<file path="src/rtl/ctrl_pkg.sv">
// Shared types and constants for the multicycle controller: FSM states,
// supported opcodes, ALU operation encodings and instruction classes.
package ctrl_pkg;

  typedef enum logic [2:0] {
    FETCH     = 3'd0,
    DECODE    = 3'd1,
    EXECUTE   = 3'd2,
    MEMORY    = 3'd3,
    WRITEBACK = 3'd4
  } state_t;

  localparam logic [6:0] OP_RTYPE = 7'b0110011;
  localparam logic [6:0] OP_LW    = 7'b0000011;
  localparam logic [6:0] OP_SW    = 7'b0100011;
  localparam logic [6:0] OP_BEQ   = 7'b1100011;

  localparam logic [1:0] ALU_ADD   = 2'b00;
  localparam logic [1:0] ALU_SUB   = 2'b01;
  localparam logic [1:0] ALU_FUNCT = 2'b10;

  typedef enum logic [1:0] {
    CLS_RTYPE  = 2'd0,
    CLS_LOAD   = 2'd1,
    CLS_STORE  = 2'd2,
    CLS_BRANCH = 2'd3
  } op_class_t;

endpackage

</file>
<file path="src/rtl/op_class_decode.sv">
// Maps a 7-bit opcode to its instruction class and flags whether the
// controller supports it at all.
module op_class_decode
  import ctrl_pkg::*;
(
  input  logic [6:0] opcode,
  output op_class_t  op_class,
  output logic       legal
);

  // Pure lookup; unsupported opcodes report legal=0 and a don't-care class
  always_comb begin
    op_class = CLS_RTYPE;
    legal    = 1'b0;
    case (opcode)
      OP_RTYPE: begin op_class = CLS_RTYPE;  legal = 1'b1; end
      OP_LW:    begin op_class = CLS_LOAD;   legal = 1'b1; end
      OP_SW:    begin op_class = CLS_STORE;  legal = 1'b1; end
      OP_BEQ:   begin op_class = CLS_BRANCH; legal = 1'b1; end
      default:  begin op_class = CLS_RTYPE;  legal = 1'b0; end
    endcase
  end

endmodule

</file>
<file path="src/rtl/multicycle_controller.sv">
// Multicycle control FSM: fetch/decode/execute/memory/writeback sequencing,
// a memory wait-timeout counter and a retired-instruction counter.
module multicycle_controller
  import ctrl_pkg::*;
#(
  parameter int TIMEOUT = 15
) (
  input  logic        clk,
  input  logic        reset,
  input  logic [6:0]  opcode,
  input  logic        zero,
  input  logic        mem_ready,
  output logic        PCWrite,
  output logic        PCWriteCond,
  output logic        IRWrite,
  output logic        IorD,
  output logic        MemRead,
  output logic        MemWrite,
  output logic        RegWrite,
  output logic        MemtoReg,
  output logic        ALUSrc,
  output logic        Branch,
  output logic [1:0]  ALUOp,
  output logic [2:0]  state,
  output logic        instr_done,
  output logic        illegal,
  output logic        mem_err,
  output logic [31:0] instret
);

  localparam int WAIT_W = (TIMEOUT < 2) ? 1 : $clog2(TIMEOUT + 1);
  localparam logic [WAIT_W-1:0] WAIT_MAX = WAIT_W'(TIMEOUT);

  state_t            state_q, state_d;
  logic [6:0]        op_q, op_d;
  logic [WAIT_W-1:0] wait_q, wait_d;
  logic [31:0]       instret_q, instret_d;

  logic      done_raw, illegal_raw, err_raw;
  logic      at_limit;
  op_class_t cls;
  logic      cls_legal;
  logic      unused_zero;

  // The branch decision on zero is taken by the datapath's PC write enable,
  // so the controller deliberately ignores the flag.
  assign unused_zero = zero;

  // In DECODE the live opcode is classified; afterwards the latched copy is.
  op_class_decode u_op_class_decode (
    .opcode   ((state_q == DECODE) ? opcode : op_q),
    .op_class (cls),
    .legal    (cls_legal)
  );

  assign at_limit = (wait_q == WAIT_MAX);

  // Status pulses are suppressed while reset is held so an access that
  // completes under reset never counts as a retirement.
  assign instr_done = done_raw    & ~reset;
  assign illegal    = illegal_raw & ~reset;
  assign mem_err    = err_raw     & ~reset;
  assign state      = state_q;
  assign instret    = instret_q;

  // Next-state logic plus control outputs decoded from the current state
  always_comb begin
    state_d     = state_q;
    op_d        = op_q;
    wait_d      = '0;
    PCWrite     = 1'b0;
    PCWriteCond = 1'b0;
    IRWrite     = 1'b0;
    IorD        = 1'b0;
    MemRead     = 1'b0;
    MemWrite    = 1'b0;
    RegWrite    = 1'b0;
    MemtoReg    = 1'b0;
    ALUSrc      = 1'b0;
    Branch      = 1'b0;
    ALUOp       = ALU_ADD;
    done_raw    = 1'b0;
    illegal_raw = 1'b0;
    err_raw     = 1'b0;

    case (state_q)
      FETCH: begin
        MemRead = 1'b1;
        if (mem_ready) begin
          IRWrite = 1'b1;
          PCWrite = 1'b1;
          state_d = DECODE;
        end else if (at_limit) begin
          err_raw = 1'b1;
          state_d = FETCH;
        end else begin
          wait_d = wait_q + WAIT_W'(1);
        end
      end
      DECODE: begin
        op_d = opcode;
        if (cls_legal) begin
          state_d = EXECUTE;
        end else begin
          illegal_raw = 1'b1;
          state_d     = FETCH;
        end
      end
      EXECUTE: begin
        case (cls)
          CLS_RTYPE: begin
            ALUOp   = ALU_FUNCT;
            state_d = WRITEBACK;
          end
          CLS_LOAD, CLS_STORE: begin
            ALUSrc  = 1'b1;
            ALUOp   = ALU_ADD;
            state_d = MEMORY;
          end
          default: begin
            Branch      = 1'b1;
            ALUOp       = ALU_SUB;
            PCWriteCond = 1'b1;
            done_raw    = 1'b1;
            state_d     = FETCH;
          end
        endcase
      end
      MEMORY: begin
        IorD = 1'b1;
        if (cls == CLS_LOAD) begin
          MemRead = 1'b1;
        end else begin
          MemWrite = mem_ready | ~at_limit;
        end
        if (mem_ready) begin
          if (cls == CLS_LOAD) begin
            state_d = WRITEBACK;
          end else begin
            done_raw = 1'b1;
            state_d  = FETCH;
          end
        end else if (at_limit) begin
          err_raw = 1'b1;
          state_d = FETCH;
        end else begin
          wait_d = wait_q + WAIT_W'(1);
        end
      end
      WRITEBACK: begin
        RegWrite = 1'b1;
        MemtoReg = (op_q == OP_LW);
        done_raw = 1'b1;
        state_d  = FETCH;
      end
      default: begin
        state_d = FETCH;
      end
    endcase

    instret_d = instret_q + (instr_done ? 32'd1 : 32'd0);
  end

  // State registers with synchronous reset taking priority over everything
  always_ff @(posedge clk) begin
    if (reset) begin
      state_q   <= FETCH;
      op_q      <= '0;
      wait_q    <= '0;
      instret_q <= '0;
    end else begin
      state_q   <= state_d;
      op_q      <= op_d;
      wait_q    <= wait_d;
      instret_q <= instret_d;
    end
  end

endmodule

</file>
<file path="config.mk">
export PLATFORM = sky130hd
export DESIGN_NAME = multicycle_controller
export DESIGN_NICKNAME = d
export VERILOG_FILES = /design/src/rtl/ctrl_pkg.sv /design/src/rtl/op_class_decode.sv /design/src/rtl/multicycle_controller.sv
export SDC_FILE = /design/constraint.sdc
export NUM_CORES = 1
export LEC_CHECK = 0
export BUFFER_PORTS_ARGS = -buffer_cell sky130_fd_sc_hd__buf_2
export CAP_MARGIN = 20
export CORE_MARGIN = 4
export CORE_UTILIZATION = 56
export DETAILED_ROUTE_END_ITERATION = 7
export GPL_ROUTABILITY_DRIVEN = 0
export PLACE_DENSITY_LB_ADDON = 0.15
export SKIP_LAST_GASP = 1
export SLEW_MARGIN = 25
export SYNTH_ARGS = -nofsm -noshare
export SYNTH_HDL_FRONTEND = slang
export SYNTH_HIERARCHICAL = 1
export SYNTH_SLANG_ARGS = --single-unit
</file>
<file path="constraint.sdc">
create_clock -name clk -period 12.1 [get_ports clk]
set_input_delay 0 -clock clk [delete_from_list [all_inputs] [get_ports clk]]
set_output_delay 0 -clock clk [all_outputs]
set_load 0.02 [all_outputs]
</file>
Yosys cells after proc, flatten, opt, wreduce, memory -nomap -nowiden
Cells that the tools add are included.
{"block": "op_classes", "add_sub_neg": 2, "eq_ne": 12, "n_mux": 34, "n_bitwise": 7, "n_reduce_logical": 7}
{"cell": "$add 32x1->32", "count": 1}
{"cell": "$mux 1", "count": 21}
{"cell": "$eq 7x2->1 const B", "count": 2}
{"cell": "$eq 7x6->1 const B", "count": 2}
{"cell": "$mux 3", "count": 4}
{"cell": "$pmux 3 s4", "count": 1}
{"cell": "$reduce_or 4->1", "count": 2}
{"cell": "$eq 7x7->1 const B", "count": 1}
{"cell": "$mux 7", "count": 1}
{"cell": "$eq 3x2->1 const B", "count": 2}
{"cell": "$pmux 2 s3", "count": 1}
{"cell": "$pmux 3 s2", "count": 1}
{"cell": "$add 4x1->4 const B", "count": 1}
{"cell": "$eq 4x4->1 const B", "count": 1}
{"cell": "$mux 2", "count": 2}
{"cell": "$pmux 2 s2", "count": 1}
{"cell": "$reduce_or 2->1", "count": 2}
{"cell": "$and 1x1->1", "count": 3}
{"cell": "$eq 3x1->1 const B", "count": 1}
{"cell": "$eq 3x3->1 const B", "count": 1}
{"cell": "$logic_not 3->1", "count": 1}
{"cell": "$not 1->1", "count": 3}
{"cell": "$pmux 1 s3", "count": 1}
{"cell": "$reduce_or 3->1", "count": 1}
{"cell": "other kinds (5)", "count": 5}
{"block": "totals", "ff_bits": 46, "input_bits": 11, "out_inout_bits": 50}

Logic depth before layout (Yosys ltp)
Gate-level depths: netlist of the first run.
{"block": "depth", "word_depth": 11, "ltp_mapped": 16, "depth_no_buf": 15}

Cells and area by module
The synthesis of the first run kept the hierarchy.
{"module": "multicycle_controller", "n_inst": 1, "cells_each": 254, "area_per_inst_um2": 2238.4}
{"module": "op_class_decode", "n_inst": 1, "cells_each": 8, "area_per_inst_um2": 60.1}

Worst setup path after synthesis of the first run
No wires, ideal clock.
{"block": "synth_timing", "path_kind": "reg-to-reg", "start": "register state_q[0], in the netlist state[0]", "end": "register instret_q[26], in the netlist instret[26]", "setup_time_ns": 0.070, "arrival_time_ns": 4.389, "path_slack_ns": 7.641, "path_stages_with_launch": 16, "period_less_slack_ns": 4.459, "cell_sequence": "dfxtp_1 -> nor3b_2 -> mux2_2 -> nor4_1 -> and2_1 -> ha_1 -> and2_1 -> nor2_1 -> a21oi_1 -> ha_1 -> ha_1 -> and4_1 -> clkbuf_1 -> nand4_1 -> or4_1 -> a21oi_1"}
{"block": "synth_between", "elab_chain_len": 11}
{"element": "from (decl)", "line": "multicycle_controller.sv:34", "source": "state_t state_q, state_d;"}
{"element": "from (signal assigned)", "line": "multicycle_controller.sv:172", "source": "state_q <= state_d;"}
{"element": "$eq 3x1->1 *", "line": "multicycle_controller.sv:51", "source": ".opcode ((state_q == DECODE) ? opcode : op_q),"}
{"element": "$mux 7 *"}
{"element": "$eq 7x7->1 (tied with other cells)", "line": "op_class_decode.sv:15", "source": "case (opcode)"}
{"element": "$pmux 2 s3 *", "line": "op_class_decode.sv:15"}
{"element": "via cls[0]", "line": "multicycle_controller.sv:41", "source": "op_class_t cls;"}
{"element": "$eq 2x1->1 (tied with other cells)", "line": "multicycle_controller.sv:110, multicycle_controller.sv:137"}
{"element": "$reduce_or 3->1 (no line) / $mux 1 (equally long branches)"}
{"element": "$mux 1 (on tied branches)", "line": "multicycle_controller.sv:110, multicycle_controller.sv:136"}
{"element": "$pmux 1 s3 *", "line": "multicycle_controller.sv:86", "source": "case (state_q)"}
{"element": "$and 1x1->1 *", "line": "multicycle_controller.sv:60", "source": "assign instr_done = done_raw & ~reset;"}
{"element": "via instr_done", "line": "multicycle_controller.sv:25", "source": "output logic instr_done,"}
{"element": "$mux 1 *", "line": "multicycle_controller.sv:161", "source": "instret_d = instret_q + (instr_done ? 32'd1 : 32'd0);"}
{"element": "$add 32x1->32 *", "line": "multicycle_controller.sv:161"}
{"element": "to (signal assigned)", "line": "multicycle_controller.sv:175", "source": "instret_q <= instret_d;"}
{"element": "to (decl)", "line": "multicycle_controller.sv:37", "source": "logic [31:0] instret_q, instret_d;"}
Mark *: on every way through the listed nets, which the timed path passes. The rest lies on a longest branch.
A chain may end at the register's enable or synchronous reset.

Final worst setup path of the first run
{"block": "layout_timing", "start": "register state_q[0], in the netlist state[0]", "end": "register instret_q[28], in the netlist instret[28]"}
{"block": "layout_between", "elab_chain_len": 11}
{"element": "$eq 3x1->1 *", "line": "multicycle_controller.sv:51"}
{"element": "$mux 7 *"}
{"element": "$eq 7x7->1 (tied with other cells)", "line": "op_class_decode.sv:15"}
{"element": "$pmux 2 s3 *", "line": "op_class_decode.sv:15"}
{"element": "via cls[1]", "line": "multicycle_controller.sv:41"}
{"element": "$eq 2x1->1 (tied with other cells)", "line": "multicycle_controller.sv:110, multicycle_controller.sv:137"}
{"element": "$reduce_or 3->1 (no line) / $mux 1 (equally long branches)"}
{"element": "$mux 1 (on tied branches)", "line": "multicycle_controller.sv:110, multicycle_controller.sv:136"}
{"element": "$pmux 1 s3 *", "line": "multicycle_controller.sv:86"}
{"element": "$and 1x1->1 *", "line": "multicycle_controller.sv:60"}
{"element": "$mux 1 *", "line": "multicycle_controller.sv:161"}
{"element": "$add 32x1->32 *", "line": "multicycle_controller.sv:161"}
Marked as above.

==> flow_summary.yaml, run 1 <==
final_layout:
  multiInputGateArea_sq_um: 1290
  fill_cells: 344
  nets: 331
  area_growth_pct: 16.4
  seq_area_sq_um: 921
  drive_gt1_share_pct: 27.0
  antenna_cells: 0
critical_path:
  arrival_ps: 4770
  path_cells: "nor3b_2 -> mux2_2 -> nor4_1 -> and2_2 -> inv_1 -> ha_1 -> nand3b_1 -> a21oi_1 -> ha_1 -> ha_1 -> and4_1 -> nand4_1 -> or4_1 -> a21oi_1"
  crit_start: "state[0]"
  crit_type: "reg -> reg"
  path_max_fanout: 9
  critPathSlowestCell: "nor3b_2"
  required_ps: 12330
  start_kind: "flip-flop"
  r2r_start: "state[0]"
  rr_endpoint: "instret[28]"
  worstSetupEndpoint: "instret[28]"
  rr_worst_depth: 14
  crit_top_cell: "ha_1"
  max_stage_delay_ps: 600
  worstSetupEndpointType: "flip-flop"
  rrSetupSlack_ps: 7560
power:
  p_int_uw: 206
  total_power_uw: 265
  p_sw_share_pct: 22.3
  combPwrFrac_pct: 5.8
  power_frac_clock_pct: 36.0
  ir_worst_vdd_uv: 59.3
  power_density_nw_per_um2: 98.9
  power_frac_seq_pct: 58.2
  p_sw_uw: 59.0
  p_leak_uw: 0.00109
sta:
  drv_slew: 0
  slew_headroom_pct: 43.1
  finalCriticalPeriod_ps: 4540
  rsz0062_at_grt: "no"
  setup_viol_count_final: 0
  finalSetupTns_ps: 0
  skew_ps: 5.75
  hold_viol_final: 0
  worstMarginPinSlew_ps: 853
  period_share_pct: 37.5
  fmax_mhz: 220
cts:
  cts_tree: "yes"
  numClockSinks: 46
  post_cts_buffers: 0
  numCtsBuffers: 5
  clock_path_buffers: 2
  cts-root-buf: "clkbuf_8"
  clkTransAtPathRegs_ps: 80
  cts_resized: 0
  clk_latency_ps: 290
  cts_max_level: 2
  postCtsHoldBufs: 0
run_status:
  outcome: "complete, no violations"
synthesis:
  avgSynthCellArea_sq_um: 8.77
  yosys_warnings: 6
  syn_area_sq_um: 2300
  ys_ff_latch: 46
  ys_types: 39
  synthCells: 262
  seq_area_frac_synth_pct: 40.1
  synthesis.nets: 279
grt:
  grt_pass1_wl_microns: 8000
  grt_pass1_vias: 1866
  track_usage_pct: 19.1
  gr-total-overflow: 0
  grt_max_degree: 50
  antenna_found_initial: 0
min_path:
  hp-class: "in -> reg"
  hp-start: "mem_ready"
die:
  die_w_microns: 72.1
  core_sq_um: 3970
  start_util_pct: 57.9
  rows: 23
  io_pins: 61
  die_area_sq_um: 5190
  die_h_microns: 72.1
drt:
  wl_microns: 4760
  drcViolationCount: 0
  vias: 2059
  ant_nets: 0
  wl_per_cell_microns: 13.0
  initialDrtViolationCount: 116
  vias_per_cell: 5.64
  drtPass1Iterations: 4
place:
  dp_hpwl_microns: 3410
  portBuffers: 59
job:
  maxCapViolCount: 0
synthesized netlist by cell type, drive strengths merged:
cell,instances,share of area (%)
dfxtp,46,40
nor2,22,3.6
a21oi,17,3.7
nand2,16,2.6
nor2b,13,3.5
mux2,12,5.9
nand3,12,2.6
nand4,10,2.7
or4,10,3.3
and2,9,2.5
nor4,9,2.7
o31ai,9,2.9
xor2,8,3.0
buf,7,2.0
clkbuf,7,1.1
or3,7,1.9
ha,6,3.3
o21ai,6,1.3
inv,5,0.82
nor3,5,1.1
xnor2,5,1.9
and4,4,1.5
nor3b,4,1.5
a31oi,2,0.54
and3,2,0.54
or2,2,0.54
a211oi,1,0.33
a221oi,1,0.38
a22oi,1,0.33
maj3,1,0.49
nand3b,1,0.33
o21ba,1,0.44
o31a,1,0.38
cell type report:
type | instances | area share [%]
clock buffers | 7 | 3.23
clock inverters | 1 | 0.187
inverters | 5 | 0.702
multi-input cells | 197 | 48.1
flip-flops and latches | 46 | 34.4
well taps | 50 | 2.34
repair buffers | 59 | 11.0
power groups by stage:
stage / logic (uW) / registers, uW / clock network [uW]
floorplan: 11.3 / 158 / 0
global placement: 15.2 / 157 / 0
detailed placement: 15.5 / 158 / 0
CTS: 15.6 / 154 / 98.6
global route: 17.2 / 154 / 105
finish: 15.4 / 154 / 95.1
routing by layer:
layer  track usage [%]  wire length (microns)  vias up
li1                  -                      -     1052
met1              24.0                   2170      949
met2              31.1                   2220       51
met3              4.57                    290        7
met4              7.93                     70        0
met5                 0                      0        -
placed cells by master, fill, tap and decap left out, types with 2 or more instances in the layout:
master,n
a21oi_1,17
a31oi_1,2
and2_1,8
and3_1,2
and4_1,4
buf_2,59
clkbuf_8,6
dfxtp_1,46
ha_1,6
inv_1,5
mux2_2,12
nand2_1,16
nand3_1,12
nand4_1,10
nor2_1,22
nor2b_1,13
nor3_1,5
nor3b_1,3
nor4_1,8
o21ai_0,6
o31ai_1,9
or2_2,2
or3_1,7
or4_1,10
xnor2_1,5
xor2_1,8
flip-flops by register name, summed over array words and instances (netlist names):
signal   cells
instret     32
op_q         7
wait_q       4
state        3
worst max-delay path, delay by kind of cell, from the launching register on:
family	cells	cell delay, ps
adder cells (fa/ha/maj)	3	690
AND/OR/NAND/NOR	7	2470
buffers and inverters	1	50
AO/OA/AOI/OAI	2	360
multiplexers	1	430
flip-flops	1	460
through the flow:
| stage | hold WS, ps | utilization (%) | setup slack (ps) | cell area [sq um] | std cells |
|---|---|---|---|---|---|
| after global routing | 66.6 | 67.4 | 7220 | 2680 | 365 |
| final | 68.2 | 67.4 | 7560 | 2680 | 365 |
| after global placement | 364 | 65.1 | 7690 | 2580 | 357 |
| after detailed placement | 366 | 65.1 | 7540 | 2580 | 357 |
| after CTS | 46.0 | 67.4 | 7530 | 2680 | 365 |
| after floorplan | 189 | - | 7640 | 2300 | 262 |
logic make-up (layout without fill, tap and decap cells):
kind of cell,Yosys count,count (layout),share of synthesized area [%]
AO/OA/AOI/OAI,39,39,10.3
XOR/XNOR,13,13,4.95
adder cells (fa/ha/maj),7,7,3.76
buffers and inverters,19,72,3.97
flip-flops,46,46,40.1
multiplexers,12,12,5.88
AND/OR/NAND/NOR,126,126,31.0
how the worst min path moves through the flow:
stage	end	slack, ps	depth (start not counted)
2_1_floorplan	IRWrite	190	1
3_3_place_gp	op_q[1]	360	3
3_5_place_dp	state[2]	370	3
4_1_cts	state[2]	50	3
5_1_grt	state[2]	70	3
6_report	state[2]	70	3
No activity file was read; power rests on OpenSTA's default activity.
==> run 2: changes to the inputs <==
--- a/config.mk
+++ b/config.mk
@@ -8,7 +8,7 @@
 export BUFFER_PORTS_ARGS = -buffer_cell sky130_fd_sc_hd__buf_2
 export CAP_MARGIN = 20
 export CORE_MARGIN = 4
-export CORE_UTILIZATION = 56
+export CORE_UTILIZATION = 47
 export DETAILED_ROUTE_END_ITERATION = 7
 export GPL_ROUTABILITY_DRIVEN = 0
 export PLACE_DENSITY_LB_ADDON = 0.15
==> constraint.sdc (replaced) <==
create_clock -name clk -period 4 [get_ports clk]
set_input_delay 0 -clock clk [delete_from_list [all_inputs] [get_ports clk]]
set_output_delay 0 -clock clk [all_outputs]
set_load 0.02 [all_outputs]
==> run 2 against run 1 <==
Against the previous run:
- final cell count rose by 6.6%
- count of clock-buffer cells in the layout stayed put
- global-route usage fell by 2.0 points
- die area grew 17%
- combinational power rose to 3.2 times the previous value
- fmax rose by 21%
- via count increased by 0.19%
- critical path type unchanged
- critical endpoint is now instret[31]
- highest routed layer unchanged
==> flow_summary.yaml, run 2 (synthesized netlist as in run 1, its figures left out) <==
run_status:
  outcome: "complete, no violations"
min_path:
  holdPathStages: 3
  hp-class: "in -> reg"
  hp-start: "opcode[1]"
final_layout:
  largest_reg_flops: 32
  final_cells: 389
  nets: 339
  area_growth_pct: 20.6
  final_cell_mix: "59 x buf_2, 45 x dfxtp_1, 22 x nor2_1"
  layout_commonest_cell: "buf_2"
  drive_gt1_share_pct: 29.8
  antenna_cells: 0
die:
  die_w_microns: 77.9
  rows: 25
  core_sq_um: 4720
  start_util_pct: 48.7
  io_pins: 61
  die_h_microns: 77.9
  die_area_sq_um: 6070
critical_path:
  required_ps: 4180
  crit_start: "state[0]"
  path_max_fanout: 11
  arrival_ps: 3920
  start_kind: "flip-flop"
  worstSetupEndpointType: "flip-flop"
  crit_type: "reg -> reg"
  rr_worst_depth: 13
  r2r_start: "state[0]"
sta:
  slew_headroom_pct: 58.9
  rsz0062_at_grt: "no"
  fmax_mhz: 267
  hold_viol_final: 0
  period_share_pct: 93.7
  finalSetupTns_ps: 0
  skew_ps: 9.03
  setup_viol_count_final: 0
  drv_slew: 0
  worstMarginPinSlew_ps: 617
  finalCriticalPeriod_ps: 3750
power:
  ir_worst_vdd_uv: 151
  p_leak_uw: 0.00112
  power_density_nw_per_um2: 280
grt:
  gr-total-overflow: 0
  antenna_found_initial: 0
  grt_pass1_vias: 1928
  grt_pass1_wl_microns: 8570
  grt_max_degree: 49
  track_usage_pct: 17.1
drt:
  vias_per_cell: 5.30
  drtPass1Iterations: 4
  vias: 2063
  ant_nets: 0
  initialDrtViolationCount: 103
  wl_microns: 4950
  drcViolationCount: 0
  wl_per_cell_microns: 12.7
cts:
  postCtsHoldBufs: 0
  numClockSinks: 46
  numCtsBuffers: 5
  cts_tree: "yes"
  clk_latency_ps: 290
  cts-root-buf: "clkbuf_8"
  clock_path_buffers: 2
  cts_max_level: 2
  clkTransAtPathRegs_ps: 80
place:
  dpl.cell_count: 381
  portBuffers: 59
  dp_hpwl_microns: 3620
job:
  maxCapViolCount: 0
## run 2: power breakdown
group	switching (uW)	internal, uW	total [uW]	leakage [uW]
Combinational	27.6	22.2	49.8	0.000713
Sequential	3.53	462	466	0.000372
Clock	141	120	262	0.0000383
Total	172	605	777	0.00112
## run 2: layer usage
metal	GRT usage, %	share of wire, %	up-vias
li1	-	-	1063
met1	21.2	47	948
met2	28.3	47	44
met3	4.76	4.9	8
met4	6.12	1.3	0
met5	0	0	-
## run 2: what timing repair did
item / CTS / global route
resized for setup: 0 / 3
setup buffers: 0 / 1
endpoints found under the hold margin: 0 / 0
endpoints found under the setup margin: 0 / 10
## run 2: worst max-delay path: stages (launching register included)
cell and delay, ps:
dfxtp_4 390, nor3b_4 280, mux2_2 400, nor4_2 280
and2_2 190, inv_1 50, ha_1 180, nand3b_1 210
a21oi_4 200, ha_1 210, nand3_1 110, or2_2 410
nor4_1 350, mux2_2 370
## run 2: path summary, 6_finish.rpt
kind | endpoint | slack [ps]
worst min register to register | wait_q[0] | 460
worst max-delay path | instret[31] | 250
worst max register to register | instret[31] | 250
worst min-delay path | op_q[1] | 80
## run 2: metrics by stage
| step | power, uW | setup WS, ps | hold WS, ps | util (%) | cell area (sq um) |
|---|---|---|---|---|---|
| after floorplan | 512 | 15.1 | 189 | - | 2320 |
| after global placement | 526 | 204 | 327 | 56.7 | 2680 |
| after detailed placement | 526 | 105 | 326 | 56.7 | 2680 |
| after CTS | 789 | 89.7 | 63.1 | 58.3 | 2750 |
| after global routing | 815 | 10.1 | 74.2 | 58.7 | 2770 |
| final | 777 | 254 | 80.9 | 58.7 | 2770 |
## run 2: area by class of cell
type | instances | area, sq um
Fill cell | 433 | 1950
Multi-Input combinational cell | 197 | 1310
Sequential cell | 46 | 925
Timing Repair Buffer | 67 | 355
Tap cell | 67 | 83.8
Clock buffer | 7 | 76.3
Inverter | 5 | 18.8
==> run 3: changes to the inputs <==
--- a/config.mk
+++ b/config.mk
@@ -5,10 +5,11 @@
 export SDC_FILE = /design/constraint.sdc
 export NUM_CORES = 1
 export LEC_CHECK = 0
+export ABC_AREA = 1
 export BUFFER_PORTS_ARGS = -buffer_cell sky130_fd_sc_hd__buf_2
 export CAP_MARGIN = 20
 export CORE_MARGIN = 4
-export CORE_UTILIZATION = 47
+export CORE_UTILIZATION = 48
 export DETAILED_ROUTE_END_ITERATION = 7
 export GPL_ROUTABILITY_DRIVEN = 0
 export PLACE_DENSITY_LB_ADDON = 0.15
==> constraint.sdc (replaced) <==
create_clock -name clk -period 4 [get_ports clk]
set_input_delay 0.2 -clock clk [delete_from_list [all_inputs] [get_ports clk]]
set_output_delay 0.2 -clock clk [all_outputs]
set_load 0.02 [all_outputs]
==> run 3 against run 2 <==
Against the previous run:
- worst setup slack improved by 210 ps
- cell area rose by 9.5%
- synthesized area rose by 13%
- largest power group unchanged
- highest routed layer unchanged
==> flow_summary.yaml, run 3 <==
sta:
  skew_ps: 4.27
  finalCriticalPeriod_ps: 3540
  worstMarginPinSlew_ps: 655
  setup_viol_count_final: 0
  drv_slew: 0
  fmax_mhz: 283
  slew_headroom_pct: 56.4
  hold_viol_final: 0
  period_share_pct: 88.4
grt:
  grt_max_degree: 35
  track_usage_pct: 19.6
  grt_pass1_vias: 2352
  grt_pass1_wl_microns: 10300
  antenna_found_initial: 0
  gr-total-overflow: 0
final_layout:
  final_cell_mix: "93 x nand2_1, 71 x nor2_1, 59 x buf_2"
  antenna_cells: 0
  layout_commonest_cell: "nand2_1"
  final_cells: 522
  nets: 468
  final_area_sq_um: 3040
  largest_reg_flops: 32
  drive_gt1_share_pct: 23.5
  area_growth_pct: 16.9
synthesis:
  async_reset_ff_share_pct: 0
  ys_types: 31
  seq_area_frac_synth_pct: 35.5
  yosys_warnings: 6
  netlist.area_leader.share_pct: 35.5
  avgSynthCellArea_sq_um: 6.61
  synth-main-ff-cell: "dfxtp_1"
  ys_ff_latch: 46
  synthCells: 393
  synthTopCellsByCount: "93 x nand2_1, 72 x nor2_1, 56 x inv_1, 46 x dfxtp_1, 21 x a21oi_1"
  synthTopCellsByArea: "dfxtp_1 35%, nand2_1 13%, nor2_1 10%"
  synth.most_common_cell: "nand2_1"
  syn_area_sq_um: 2600
  synthesis.nets: 410
  synth_area_leader_cell: "dfxtp_1"
  synth_edf_count: 0
place:
  placed_area_sq_um: 2940
  dpl.cell_count: 514
  dp_hpwl_microns: 4650
  portBuffers: 59
die:
  start_util_pct: 50.2
  die_area_sq_um: 6650
  die_w_microns: 81.5
  core_sq_um: 5170
  die_h_microns: 81.5
  rows: 26
  io_pins: 61
critical_path:
  crit_start: "state[1]"
  path_cells: "nor2_2 -> nand2_4 -> inv_2 -> or2_2 -> o21ai_2 -> inv_1 -> nor2_2 -> nand2_1 -> nor2_1 -> inv_1 -> ha_1 -> nor3_1 -> o21ai_0 -> inv_1 -> ha_1 -> ha_1 -> nand2_2 -> nor2_4 -> nand2_2 -> nor2_2 -> nand4_1 -> nand2_1 -> nor2_1"
  crit_type: "reg -> reg"
  rrSetupSlack_ps: 460
  required_ps: 4200
  critPathSlowestCell: "dfxtp_1"
  worstSetupEndpoint: "instret[22]"
  rr_worst_depth: 23
  max_stage_delay_ps: 410
  path_max_fanout: 10
  arrival_ps: 3730
  start_kind: "flip-flop"
  worstSetupEndpointType: "flip-flop"
  r2r_start: "state[1]"
  rr_endpoint: "instret[22]"
cts:
  clock_path_buffers: 2
  numCtsBuffers: 5
  cts-root-buf: "clkbuf_8"
  clkTransAtPathRegs_ps: 80
  postCtsHoldBufs: 0
  numClockSinks: 46
  clk_latency_ps: 300
  cts_tree: "yes"
  cts_max_level: 2
  post_cts_buffers: 0
power:
  total_power_uw: 828
  power_density_nw_per_um2: 273
  p_leak_uw: 0.00143
  ir_worst_vdd_uv: 170
drt:
  initialDrtViolationCount: 122
  wl_microns: 5920
  wl_per_cell_microns: 11.3
  vias_per_cell: 4.75
  vias: 2478
  drcViolationCount: 0
  drtPass1Iterations: 4
  ant_nets: 0
min_path:
  hp-class: "in -> reg"
job:
  maxCapViolCount: 0
run_status:
  outcome: "complete, no violations"
## run 3: cell types whose count changed after synthesis, sizes merged, moves of 7 or more
cell | before | now
nor2b | 13 | 0
mux2 | 12 | 0
nor4 | 9 | 1
o31ai | 9 | 0
nor2 | 22 | 86
nand2 | 16 | 103
and2 | 9 | 0
or3 | 7 | 0
or4 | 10 | 0
inv | 5 | 60
o21ai | 6 | 15
## run 3: power breakdown
group	switching, uW	total, uW	internal, uW
clock	156	296	140
sequential	3.63	467	464
combinational	42.2	65.0	22.8
total	202	828	626
## run 3: final cells by class
type,instances,area [sq um]
inverters,60,225
flip-flops and latches,46,921
repair buffers,59,295
clock buffers,7,86.3
fillers,502,2140
clock inverters,1,5.00
multi-input cells,279,1420
well taps,70,87.6
## run 3: metrics by stage
stage	util [%]	hold slack [ps]	TNS, ps	worst slack, ps
2_1_floorplan	-	345	0	566
3_3_place_gp	56.8	434	0	446
3_5_place_dp	56.8	450	0	363
4_1_cts	58.5	147	0	335
5_1_grt	58.7	152	-3.86	-3.86
6_report	58.7	150	0	462
## run 3: layer usage
metal	part of all wire (%)	global-route usage, %
met1	45	24.0
met2	48	34.3
met3	5.4	4.06
met4	1.4	6.08
met5	0	0
## run 3: worst max-delay path: cells and delay by family (launching register included)
family | cells | cell delay (ps)
AOI/OAI and AO/OA | 2 | 170
adders and majority gates | 3 | 660
buffers and inverters | 4 | 340
DFF | 1 | 410
and+or+nand+nor | 14 | 1850
## run 3: logic make-up (layout without fill, tap and decap cells)
family	after synthesis	in the layout	share of synthesized area, %
buffers and inverters	68	127	10.3
AOI/OAI and AO/OA	41	41	9.16
DFF	46	46	35.5
xor gates and xnor gates	9	9	3.04
and+or+nand+nor	223	223	39.1
adders and majority gates	6	6	2.89
## run 3: what timing repair did
item | CTS | global route
endpoints found under the hold margin | 0 | 0
gates resized for setup | 0 | 2
setup endpoints to repair | 0 | 5
## run 3: worst min path at each step
stage / from / to / slack (ps) / cells past startpoint
after floorplan: opcode[0] / op_q[0] / 340 / 2
after global placement: wait_q[0] / wait_q[0] / 430 / 1
after detailed placement: wait_q[0] / wait_q[0] / 450 / 1
after CTS: opcode[5] / op_q[5] / 150 / 3
after global routing: opcode[4] / op_q[4] / 150 / 3
final: opcode[5] / op_q[5] / 150 / 3
